File: src/rtl/time_pkg.sv
// rtl/time_pkg.sv - shared constants and state encoding for the time-setting block
package time_pkg;

    localparam int PAIR_W = 8;

    localparam logic [7:0] MIN_SEC_MAX = 8'h59;
    localparam logic [7:0] HOUR24_MAX  = 8'h23;
    localparam logic [7:0] HOUR12_MAX  = 8'h12;
    localparam logic [7:0] HOUR12_MIN  = 8'h01;

    typedef enum logic {
        ST_IDLE = 1'b0,
        ST_EDIT = 1'b1
    } adj_state_t;

endpackage

File: src/rtl/btn_repeat.sv
// rtl/btn_repeat.sv - rising-edge step pulse with hold-to-repeat for one button
module btn_repeat #(
    parameter int HOLD_CYCLES   = 25000000,
    parameter int REPEAT_CYCLES = 5000000
) (
    input  logic clk,
    input  logic rst,
    input  logic level,
    input  logic inhibit,
    output logic rise,
    output logic step,
    output logic held
);

    localparam int MAX_C = (HOLD_CYCLES > REPEAT_CYCLES) ? HOLD_CYCLES : REPEAT_CYCLES;
    localparam int CW    = $clog2(MAX_C + 1);

    logic          level_q;
    logic          repeating;
    logic [CW-1:0] cnt;

    assign rise = level & ~level_q;
    assign held = level;

    // First step on the edge, then one after the hold delay, then one per repeat period
    always_comb begin
        step = 1'b0;
        if (!inhibit && level) begin
            if (rise)
                step = 1'b1;
            else if (!repeating && cnt == CW'(HOLD_CYCLES))
                step = 1'b1;
            else if (repeating && cnt == CW'(REPEAT_CYCLES))
                step = 1'b1;
        end
    end

    // Edge register and cycles-since-last-step counter; both buttons down parks the counter at 0
    always_ff @(posedge clk) begin
        if (rst) begin
            level_q   <= 1'b0;
            repeating <= 1'b0;
            cnt       <= '0;
        end else begin
            level_q <= level;
            if (inhibit || !level) begin
                cnt       <= '0;
                repeating <= 1'b0;
            end else if (rise) begin
                cnt <= CW'(1);
            end else if (step) begin
                cnt       <= CW'(1);
                repeating <= 1'b1;
            end else begin
                cnt <= cnt + CW'(1);
            end
        end
    end

endmodule

File: src/rtl/time_adjust_unit.sv
// rtl/time_adjust_unit.sv - snapshot, field-by-field BCD edit and commit of the clock time
module time_adjust_unit
    import time_pkg::*;
#(
    parameter int FIELDS         = 3,
    parameter int HOLD_CYCLES    = 25000000,
    parameter int REPEAT_CYCLES  = 5000000,
    parameter int BLINK_CYCLES   = 12500000,
    parameter int TIMEOUT_CYCLES = 500000000
) (
    input  logic                     clk,
    input  logic                     rst,
    input  logic [PAIR_W*FIELDS-1:0] time_in,
    input  logic                     btn_mode,
    input  logic                     btn_up,
    input  logic                     btn_down,
    input  logic                     mode_12h,
    output logic [PAIR_W*FIELDS-1:0] time_out,
    output logic                     editing,
    output logic [FIELDS-1:0]        field_sel,
    output logic                     blink,
    output logic                     commit
);

    localparam int CUR_W = $clog2(FIELDS);
    localparam int BLK_W = $clog2(BLINK_CYCLES + 1);
    localparam int TO_W  = $clog2(TIMEOUT_CYCLES + 1);

    adj_state_t                 state;
    logic [PAIR_W*FIELDS-1:0]   shadow;
    logic [CUR_W-1:0]           cursor;
    logic                       mode_q;
    logic [BLK_W-1:0]           blink_cnt;
    logic [TO_W-1:0]            to_cnt;
    logic                       both;
    logic                       mode_rise;
    logic                       activity;
    logic                       up_rise, up_step, up_held;
    logic                       dn_rise, dn_step, dn_held;
    logic [PAIR_W-1:0]          cur_pair;
    logic [PAIR_W-1:0]          new_pair;

    // One BCD step of a pair; out-of-range or non-BCD values snap to the range end
    function automatic logic [7:0] bcd_step(input logic [7:0] pair, input logic dir_up,
                                            input logic is_hour, input logic m12);
        logic [7:0] lo;
        logic [7:0] hi;
        logic [7:0] r;
        logic       ok;
        if (!is_hour) begin
            lo = 8'h00;
            hi = MIN_SEC_MAX;
        end else if (m12) begin
            lo = HOUR12_MIN;
            hi = HOUR12_MAX;
        end else begin
            lo = 8'h00;
            hi = HOUR24_MAX;
        end
        ok = (pair[3:0] <= 4'd9) && (pair[7:4] <= 4'd9) && (pair >= lo) && (pair <= hi);
        if (!ok)
            r = dir_up ? lo : hi;
        else if (dir_up)
            r = (pair == hi) ? lo :
                (pair[3:0] == 4'd9) ? {pair[7:4] + 4'd1, 4'd0} : pair + 8'd1;
        else
            r = (pair == lo) ? hi :
                (pair[3:0] == 4'd0) ? {pair[7:4] - 4'd1, 4'd9} : pair - 8'd1;
        return r;
    endfunction

    assign both      = btn_up & btn_down;
    assign mode_rise = btn_mode & ~mode_q;
    assign activity  = mode_rise | up_rise | dn_rise | up_step | dn_step;
    assign time_out  = shadow;

    btn_repeat #(
        .HOLD_CYCLES   (HOLD_CYCLES),
        .REPEAT_CYCLES (REPEAT_CYCLES)
    ) u_up (
        .clk     (clk),
        .rst     (rst),
        .level   (btn_up),
        .inhibit (both),
        .rise    (up_rise),
        .step    (up_step),
        .held    (up_held)
    );

    btn_repeat #(
        .HOLD_CYCLES   (HOLD_CYCLES),
        .REPEAT_CYCLES (REPEAT_CYCLES)
    ) u_down (
        .clk     (clk),
        .rst     (rst),
        .level   (btn_down),
        .inhibit (both),
        .rise    (dn_rise),
        .step    (dn_step),
        .held    (dn_held)
    );

    // Next value of the pair under the cursor; only the up/down choice matters when a step fires
    always_comb begin
        cur_pair = shadow[PAIR_W*cursor +: PAIR_W];
        new_pair = bcd_step(cur_pair, up_step, cursor == CUR_W'(FIELDS - 1), mode_12h);
    end

    // Edit FSM: shadow tracking, cursor walk, stepping, blink, timeout and commit pulse
    always_ff @(posedge clk) begin
        if (rst) begin
            state     <= ST_IDLE;
            shadow    <= '0;
            cursor    <= '0;
            mode_q    <= 1'b0;
            editing   <= 1'b0;
            field_sel <= '0;
            blink     <= 1'b0;
            blink_cnt <= '0;
            to_cnt    <= '0;
            commit    <= 1'b0;
        end else begin
            mode_q <= btn_mode;
            commit <= 1'b0;
            case (state)
                ST_IDLE: begin
                    shadow <= time_in;
                    if (mode_rise) begin
                        state     <= ST_EDIT;
                        cursor    <= CUR_W'(FIELDS - 1);
                        editing   <= 1'b1;
                        field_sel <= FIELDS'(1) << (FIELDS - 1);
                        blink     <= 1'b0;
                        blink_cnt <= '0;
                        to_cnt    <= '0;
                    end
                end
                default: begin
                    if (up_step || dn_step)
                        shadow[PAIR_W*cursor +: PAIR_W] <= new_pair;
                    if (up_held || dn_held) begin
                        blink     <= 1'b0;
                        blink_cnt <= '0;
                    end else if (blink_cnt == BLK_W'(BLINK_CYCLES - 1)) begin
                        blink     <= ~blink;
                        blink_cnt <= '0;
                    end else begin
                        blink_cnt <= blink_cnt + BLK_W'(1);
                    end
                    to_cnt <= activity ? '0 : to_cnt + TO_W'(1);
                    if (mode_rise) begin
                        if (cursor == '0) begin
                            commit    <= 1'b1;
                            state     <= ST_IDLE;
                            editing   <= 1'b0;
                            field_sel <= '0;
                            blink     <= 1'b0;
                        end else begin
                            cursor    <= cursor - CUR_W'(1);
                            field_sel <= field_sel >> 1;
                        end
                    end else if (!activity && to_cnt == TO_W'(TIMEOUT_CYCLES - 1)) begin
                        state     <= ST_IDLE;
                        editing   <= 1'b0;
                        field_sel <= '0;
                        blink     <= 1'b0;
                    end
                end
            endcase
        end
    end

endmodule

File: config.mk
export PLATFORM = sky130hd
export DESIGN_NAME = time_adjust_unit
export DESIGN_NICKNAME = d
export VERILOG_FILES = /design/src/rtl/time_pkg.sv /design/src/rtl/btn_repeat.sv /design/src/rtl/time_adjust_unit.sv
export SDC_FILE = /design/constraint.sdc
export NUM_CORES = 1
export LEC_CHECK = 0
export BUFFER_PORTS_ARGS = -buffer_cell sky130_fd_sc_hd__buf_4
export CAP_MARGIN = 30
export CORE_MARGIN = 1
export CORE_UTILIZATION = 61
export DETAILED_ROUTE_END_ITERATION = 6
export GPL_ROUTABILITY_DRIVEN = 0
export PLACE_DENSITY = 0.78
export SKIP_CTS_REPAIR_TIMING = 1
export SLEW_MARGIN = 5
export SYNTH_ARGS = -nofsm -noshare
export SYNTH_HDL_FRONTEND = slang
export SYNTH_SLANG_ARGS = --single-unit
File: constraint.sdc
create_clock -name clk -period 4.9 [get_ports clk]
set_clock_uncertainty 0.2 [all_clocks]
set_input_delay 0.49 -clock clk [delete_from_list [all_inputs] [get_ports clk]]
set_output_delay 0.49 -clock clk [all_outputs]
set_load 0.05 [all_outputs]
==> out/metrics.csv, run 1 <==
metric,value,unit
die_x,114,um
cts.path.max_buffers,2,
path_buf_inv,1,
p_leak,3.10,nW
antenna_found_initial,0,
num_vias,7128,
h-tree-depth,4,
synth.most_common_cell,dfxtp_1,
finalCritPeriodShare,0.871,
hold_violations,0,
synth_seq_cells,141,
reg2reg_from,cursor[0]$_SDFFE_PP0P_,
syn-cell-area,7710,sq um
end_kind,flop,
crit_type,reg -> reg,
yosys.area.top_type,dfxtp_1,
drt-initial-drc-count,598,
clkTransAtPathRegs,60,ps
crit_chain,nor2b_1 -> a21oi_1 -> inv_1 -> ha_1 -> a21oi_1 -> o221ai_1 -> a21oi_1 -> nor2_1 -> nor3_2 -> mux2i_1 -> a22oi_1 -> o22ai_1,
port_buffers,59,
crit_arrival,4350,ps
multi_input_area,4600,sq um
finalSetupTns,0,ps
worstPathRequired,4980,ps
drv_cap,0,
max_freq,0.234,GHz
setup_viol,0,
synth_warnings,0,
clock_latency,430,ps
path_delay_family,compound AO/OA/AOI/OAI gates,
dieHeight,114,um
synth_common_cells,"dfxtp_1 (141), nor2_1 (113), nand2_1 (95)",
avgViaCountPerCell,6.07,
dr.pass1.iters,5,
rsz0062_at_grt,false,
grt_max_degree,67,
outcome,"complete, no violations",
clockRootBuffer,clkbuf_16,
crit_slowest_cell,dfxtp_1,
hold_class,in -> reg,
setup.worst_path.start,cursor[0]$_SDFFE_PP0P_,
drc,0,
grt_first_pass_wirelength,30.8,mm
tightestPinTransition,953,ps
synth_area_leaders,"dfxtp_1 (37%), nor2_1 (5.5%), nand2_1 (4.6%), xor2_1 (4.1%), a21oi_1 (3.2%)",
slew-limit-headroom,0.362,
finalPower,2.99,mW
crit_path_max_incr_delay,710,ps
tritoncts,yes,
grt_overflow,0,
cts_made_buffers,17,
synth-seq-area-share,0.366,
dieArea,13100,sq um
grt_pass1_vias,6568,
io_pins,60,
synth_ff_type,dfxtp_1,
area_delta_synth_final,14.6,%
crit_fanout,15,
grt_usage,0.294,
core,12200,sq um
start_kind,flop,
regArea,2820,sq um
path_common_cell,a21oi_1,
cts.sinks,141,
netlist_instances,950,
synth.avg_cell_area,8.12,sq um
min-delay-start,time_in[10],
post_drt_wl_per_cell,15.8,um
dp_hpwl,12.8,mm
final_nets,1044,
power_per_cell_area,338,nW/um^2
ys_types,71,
drt-total-wl,18.5,mm
slew_violations,0,
floorplan.initialDensity,0.634,
rows,40,
fin_crit,4270,ps
synth_edf_count,0,
drive_gt1_frac,0.120,
ant_nets,0,
async_flop_share,0,
synth_fp_nets,1000,
fillers,985,
ir_worst_vdd,0.000296,V
antenna_cells,0,
synth_top_area_frac,0.366,
per-layer routing:
layer	GRT usage	routed length (um)
met1	0.380	8430
met2	0.480	8760
met3	0.0656	892
met4	0.113	453
met5	0	0
layout by cell type, fill, tap and decap left out, drive strengths merged, types with 24 or more instances in the layout:
cell type	n
nand2	95
nand3	48
a21oi	51
xnor2	24
inv	34
dfxtp	141
xor2	36
nor2	113
o21ai	47
nand4	26
and3	28
buf	64
final timing paths:
check	endpoint	cells past startpoint	slack, ps
max	time_out[21]$_SDFFE_PP0P_	12	630
min	time_out[10]$_SDFFE_PP0P_	3	50
max reg2reg	time_out[21]$_SDFFE_PP0P_	12	630
min reg2reg	blink$_SDFFE_PP0P_	1	290
cells by family (layout without fill, tap and decap cells):
logic type                 after synthesis  in the layout  synth area share
and+or+nand+nor                        432            432             0.289
AOI/OAI and AO/OA                      210            210             0.184
DFF                                    141            141             0.366
buffers and inverters                   69            126            0.0376
xor gates and xnor gates                60             60            0.0681
adders and majority gates               20             20            0.0324
muxes                                   18             18            0.0234
worst register-to-register path, delay by kind of cell (launching register included):
kind,cells,cell delay (ps)
flops,1,710
buf+inv,1,230
fa+ha+maj,1,280
mux,1,140
simple gates,3,1220
compound gates,6,1320
per-stage QoR:
step / setup WS [ps] / utilization / hold WS, ps / instance area (sq um) / std cells
2_1_floorplan: 1440 / - / 243 / 7710 / 950
3_3_place_gp: 868 / 0.676 / 261 / 8220 / 1142
3_5_place_dp: 812 / 0.677 / 278 / 8230 / 1143
4_1_cts: 727 / 0.727 / 50.7 / 8840 / 1175
5_1_grt: 299 / 0.727 / 71.0 / 8840 / 1175
6_report: 634 / 0.727 / 53.7 / 8840 / 1175
area by class of cell:
cell class,count,area share
clock buffers,18,0.0485
clock inverters,14,0.0205
inverters,30,0.0127
multi-input cells,740,0.520
flip-flops and latches,141,0.319
well taps,168,0.0238
repair buffers,64,0.0548
sequential cells by signal (all words and copies together) (netlist names), 2 cells and up:
| signal | flops |
|---|---|
| blink_cnt | 24 |
| cursor | 2 |
| field_sel | 3 |
| time_out | 24 |
| to_cnt | 29 |
| u_down.cnt | 25 |
| u_up.cnt | 25 |
power by group:
group	switching (mW)	total, mW	internal [mW]
Sequential	0.0373	1.21	1.17
Combinational	0.285	0.444	0.159
Clock	0.531	1.34	0.809
Total	0.854	2.99	2.14
Power figures use the tool's default switching activity.
==> run 2, diff against run 1 <==
Settings changed: CORE_MARGIN 1 to 5, CORE_UTILIZATION 61 to 46, HOLD_SLACK_MARGIN set to 0.12, PLACE_DENSITY 0.78 to 0.61.
==> run 2 against run 1 <==
  * Combinational power grew 2%
  * Via count shrank 2.3%
  * Utilization shrank 19 points
  * Global-route usage shrank 9.7 points
  * Highest routed layer unchanged
  * First-iteration DRC count shrank 27%
  * Register-to-register slack is essentially flat
  * Sequential share of layout area shrank 0.28 points
  * Largest power group unchanged
==> out/metrics.csv, run 2 (same netlist as run 1, synthesis figures left out) <==
metric,value,unit
setup_viol,0,
drt-total-wl,19.3,mm
grt_usage,0.197,
post_drt_wl_per_cell,15.6,um
regMostFlops,to_cnt,
hold_class,in -> reg,
final_core_util,0.540,
clock_latency,420,ps
ir_worst_vdd,0.000251,V
antenna_cells,0,
start_kind,flop,
grt_pass1_vias,6439,
die_x,139,um
h-tree-depth,4,
slew_violations,0,
grt_max_degree,67,
crit_type,reg -> reg,
use_met3,0.0446,
final_cell_mix,"dfxtp_1 (140), nor2_1 (113), nand2_1 (95), buf_4 (65), a21oi_1 (50)",
finalPower,2.90,mW
io_pins,60,
tightestPinTransition,818,ps
fin_crit,4270,ps
avgViaCountPerCell,5.65,
num_vias,6963,
hold_violations,0,
area_delta_synth_final,15.7,%
clockRootBuffer,clkbuf_16,
drive_gt1_frac,0.120,
drc,0,
finalCritPeriodShare,0.872,
max_freq,0.234,GHz
final_common_cell,dfxtp_1,
tritoncts,yes,
floorplan.initialDensity,0.467,
place_inst,1196,
end_kind,flop,
power_per_cell_area,325,nW/um^2
p_leak,3.12,nW
dp_hpwl,13.7,mm
cts_made_buffers,17,
finalSetupTns,0,ps
drv_cap,0,
outcome,"complete, no violations",
ant_nets,0,
worstPathRequired,4970,ps
core,16500,sq um
dieHeight,139,um
fin_cells,1232,
rsz0062_at_grt,false,
antenna_found_initial,0,
final_nets,1050,
dieArea,19500,sq um
slew-limit-headroom,0.454,
busiest_layer,met2,
largest_registers,"to_cnt: 29 flops, u_down.cnt: 25 flops, u_up.cnt: 25 flops",
drt-initial-drc-count,437,
gr-usage-met1,0.276,
port_buffers,59,
grt_overflow,0,
crit_arrival,4350,ps
rows,47,
cts.path.max_buffers,2,
largest_register_ffs,29,
dr.pass1.iters,5,
met2_usage,0.309,
clkTransAtPathRegs,60,ps
grt_first_pass_wirelength,32.1,mm
cts.sinks,141,
crit_fanout,15,
-- run 2: cell count changes in the layout (fill, tap and decap cells not counted), sizes merged, moves of 2 or more --
cell / before / now
bufinv: 3 / 1
buf: 64 / 67
inv: 34 / 30
dlygate4sd3: 0 / 3
clkbuf: 18 / 25
-- run 2: worst paths after layout --
check                            start                        end  slack [ps]  depth (start not counted)
max             cursor[0]$_SDFFE_PP0P_  time_out[11]$_SDFFE_PP0P_         630                         12
max reg2reg     cursor[0]$_SDFFE_PP0P_  time_out[11]$_SDFFE_PP0P_         630                         12
min reg2reg  blink_cnt[1]$_SDFFE_PP0P_  blink_cnt[1]$_SDFFE_PP0P_         280                          2
min                           btn_mode          mode_q$_SDFF_PP0_         130                          2
-- run 2: worst max-delay path: stages, from the launching register on --
cell and delay, ps:
dfxtp_1 730, nor2b_1 740, a21oi_1 330, inv_1 240, ha_1 280, a21oi_1 160
o221ai_1 120, a21oi_1 160, nor2_1 100, nor3_2 450, mux2i_1 150, a21oi_1 320
o22ai_1 140
-- run 2: area by class of cell --
| cell class | instances | area (sq um) |
|---|---|---|
| Fill cell | 1555 | 7600 |
| Multi-Input combinational cell | 740 | 4600 |
| Tap cell | 220 | 275 |
| Sequential cell | 141 | 2820 |
| Clock inverter | 6 | 58.8 |
| Timing Repair Buffer | 70 | 544 |
| Inverter | 30 | 113 |
| Clock buffer | 25 | 505 |
-- run 2: power breakdown --
group	internal, mW	leakage [nW]	switching (mW)
clock	0.760	0.283	0.480
sequential	1.17	1.14	0.0323
combinational	0.163	1.69	0.293
total	2.09	3.12	0.805
-- run 2: metal layers --
metal / vias up / part of all wire
met3: 22 / 0.043
li1: 3561 / -
met4: 0 / 0.013
met5: - / 0
met1: 3232 / 0.49
met2: 148 / 0.46
-- run 2: metrics by stage --
stage,area [sq um],hold WS (ps),setup WS (ps)
2_1_floorplan,7710,243,1440
3_3_place_gp,8290,267,819
3_5_place_dp,8300,269,745
4_1_cts,8870,56.7,663
5_1_grt,8920,154,169
6_report,8920,131,627
==> run 3, diff against run 2 <==
Settings changed: REMOVE_ABC_BUFFERS set to 1.
==> run 3 against run 2 <==
  * Sequential power hardly changed
  * First-iteration DRC count is 42% higher
  * Total power increased by 8.3%
  * Clock power increased by 19%
  * Via count is 1.5% higher
  * Count of clock-buffer cells in the layout shrank 6
  * Fmax rose by 1.5%
  * Combinational power grew 2%
  * Critical path type unchanged
  * Highest routed layer unchanged
  * Largest cell class unchanged
  * Flip-flop and latch count did not move
==> out/metrics.csv, run 3 (same netlist as run 1, synthesis figures left out) <==
metric,value,unit
rsz0062_at_grt,false,
die_x,139,um
h-tree-depth,4,
cts.path.max_buffers,2,
grt_max_degree,63,
fin_hold_ws,183,ps
p_int,2.29,mW
power_per_cell_area,347,nW/um^2
finalWorstSetupSlack,691,ps
port_buffers,59,
pwr-share-comb,0.148,
hold_violations,0,
ir_worst_vdd,0.000235,V
rows,47,
dieArea,19500,sq um
clkTransAtPathRegs,60,ps
dr.pass1.iters,5,
regMostFlops,to_cnt,
crit_type,reg -> reg,
num_vias,7067,
fin_crit,4210,ps
crit_arrival,4280,ps
crit_fanout,13,
met3WireLength,1.17,mm
clockRootBuffer,clkbuf_16,
place_area,8320,sq um
clock_latency,420,ps
clock_power_share,0.469,
final_common_cell,dfxtp_1,
largest_registers,"to_cnt: 29 flops, u_down.cnt: 25 flops, u_up.cnt: 25 flops",
slew_violations,0,
fin_area,9040,sq um
dieHeight,139,um
drive_gt1_frac,0.121,
slew-limit-headroom,0.475,
power.switching,0.847,mW
p_leak,3.16,nW
end_kind,flop,
wl_met1,9.57,mm
antenna_cells,0,
dp_hpwl,13.9,mm
cts.sinks,141,
drt-initial-drc-count,621,
max_freq,0.238,GHz
finalCritPeriodShare,0.859,
tightestPinTransition,786,ps
grt_pass1_vias,6359,
pre_cts_slack,832,ps
drv_cap,0,
floorplan.initialDensity,0.467,
finalSetupTns,0,ps
final_nets,1052,
drt-total-wl,19.7,mm
p_sw_frac,0.270,
post_drt_wl_per_cell,16.0,um
grt_first_pass_wirelength,32.3,mm
tritoncts,yes,
wl_met2,8.69,mm
ant_nets,0,
setup_viol,0,
final_cell_mix,"dfxtp_1 (140), nor2_1 (113), nand2_1 (95), buf_4 (66), a21oi_1 (50)",
drc,0,
avgViaCountPerCell,5.72,
finalPower,3.14,mW
outcome,"complete, no violations",
grt_usage,0.199,
cts_made_buffers,17,
antenna_found_initial,0,
core,16500,sq um
largest_register_ffs,29,
worstPathRequired,4970,ps
io_pins,60,
start_kind,flop,
area_delta_synth_final,17.2,%
top_layer,met4,
hold_class,in -> reg,
seqPwrFrac,0.384,
grt_overflow,0,
[run 3: changes by cell type in the layout (fill, tap and decap cells not counted), sizes merged]
cell / previous run / this run
dlygate4sd3: 3 / 5
bufinv: 1 / 6
clkinvlp: 0 / 2
inv: 30 / 33
clkinv: 5 / 2
clkbuf: 25 / 19
[run 3: area by class of cell]
class | instances | area [sq um]
Inverter | 30 | 113
Sequential cell | 141 | 2820
Tap cell | 220 | 275
Timing Repair Buffer | 72 | 561
Multi-Input combinational cell | 740 | 4600
Clock buffer | 19 | 433
Fill cell | 1578 | 7480
Clock inverter | 13 | 235
[run 3: worst paths after layout]
path | slack [ps] | startpoint | cells past startpoint | endpoint
max | 690 | cursor[1]$_SDFFE_PP0P_ | 11 | time_out[8]$_SDFFE_PP0P_
min | 180 | time_in[15] | 4 | time_out[15]$_SDFFE_PP0P_
max reg2reg | 690 | cursor[1]$_SDFFE_PP0P_ | 11 | time_out[8]$_SDFFE_PP0P_
min reg2reg | 280 | blink_cnt[1]$_SDFFE_PP0P_ | 2 | blink_cnt[1]$_SDFFE_PP0P_
[run 3: layer usage]
layer | vias up | GRT usage
met5 | - | 0
met4 | 0 | 0.0623
met3 | 25 | 0.0491
met2 | 213 | 0.298
met1 | 3267 | 0.282
li1 | 3562 | -
[run 3: power groups by stage]
| stage | clock network [mW] | registers [mW] | logic (mW) |
|---|---|---|---|
| final | 1.47 | 1.20 | 0.464 |
| after CTS | 1.50 | 1.20 | 0.456 |
| after global placement | 0 | 1.23 | 0.453 |
| after floorplan | 0 | 1.28 | 0.250 |
| after detailed placement | 0 | 1.23 | 0.454 |
| after global routing | 1.55 | 1.21 | 0.507 |
[run 3: critical path, cell delays in order, from the launching register on]
cell,delay [ps]
dfxtp_1,750
nor2b_1,350
a2bb2oi_1,520
inv_1,220
ha_1,360
and4_1,200
nand3_1,100
nor3_1,560
o31ai_1,230
and2_1,200
a22oi_1,230
o22ai_1,120
[run 3: per-stage QoR]
stage               instances   util
global placement         1197  0.503
detailed placement       1198  0.504
global route             1235  0.547
floorplan                 911      -
CTS                      1230  0.544
finish                   1235  0.547
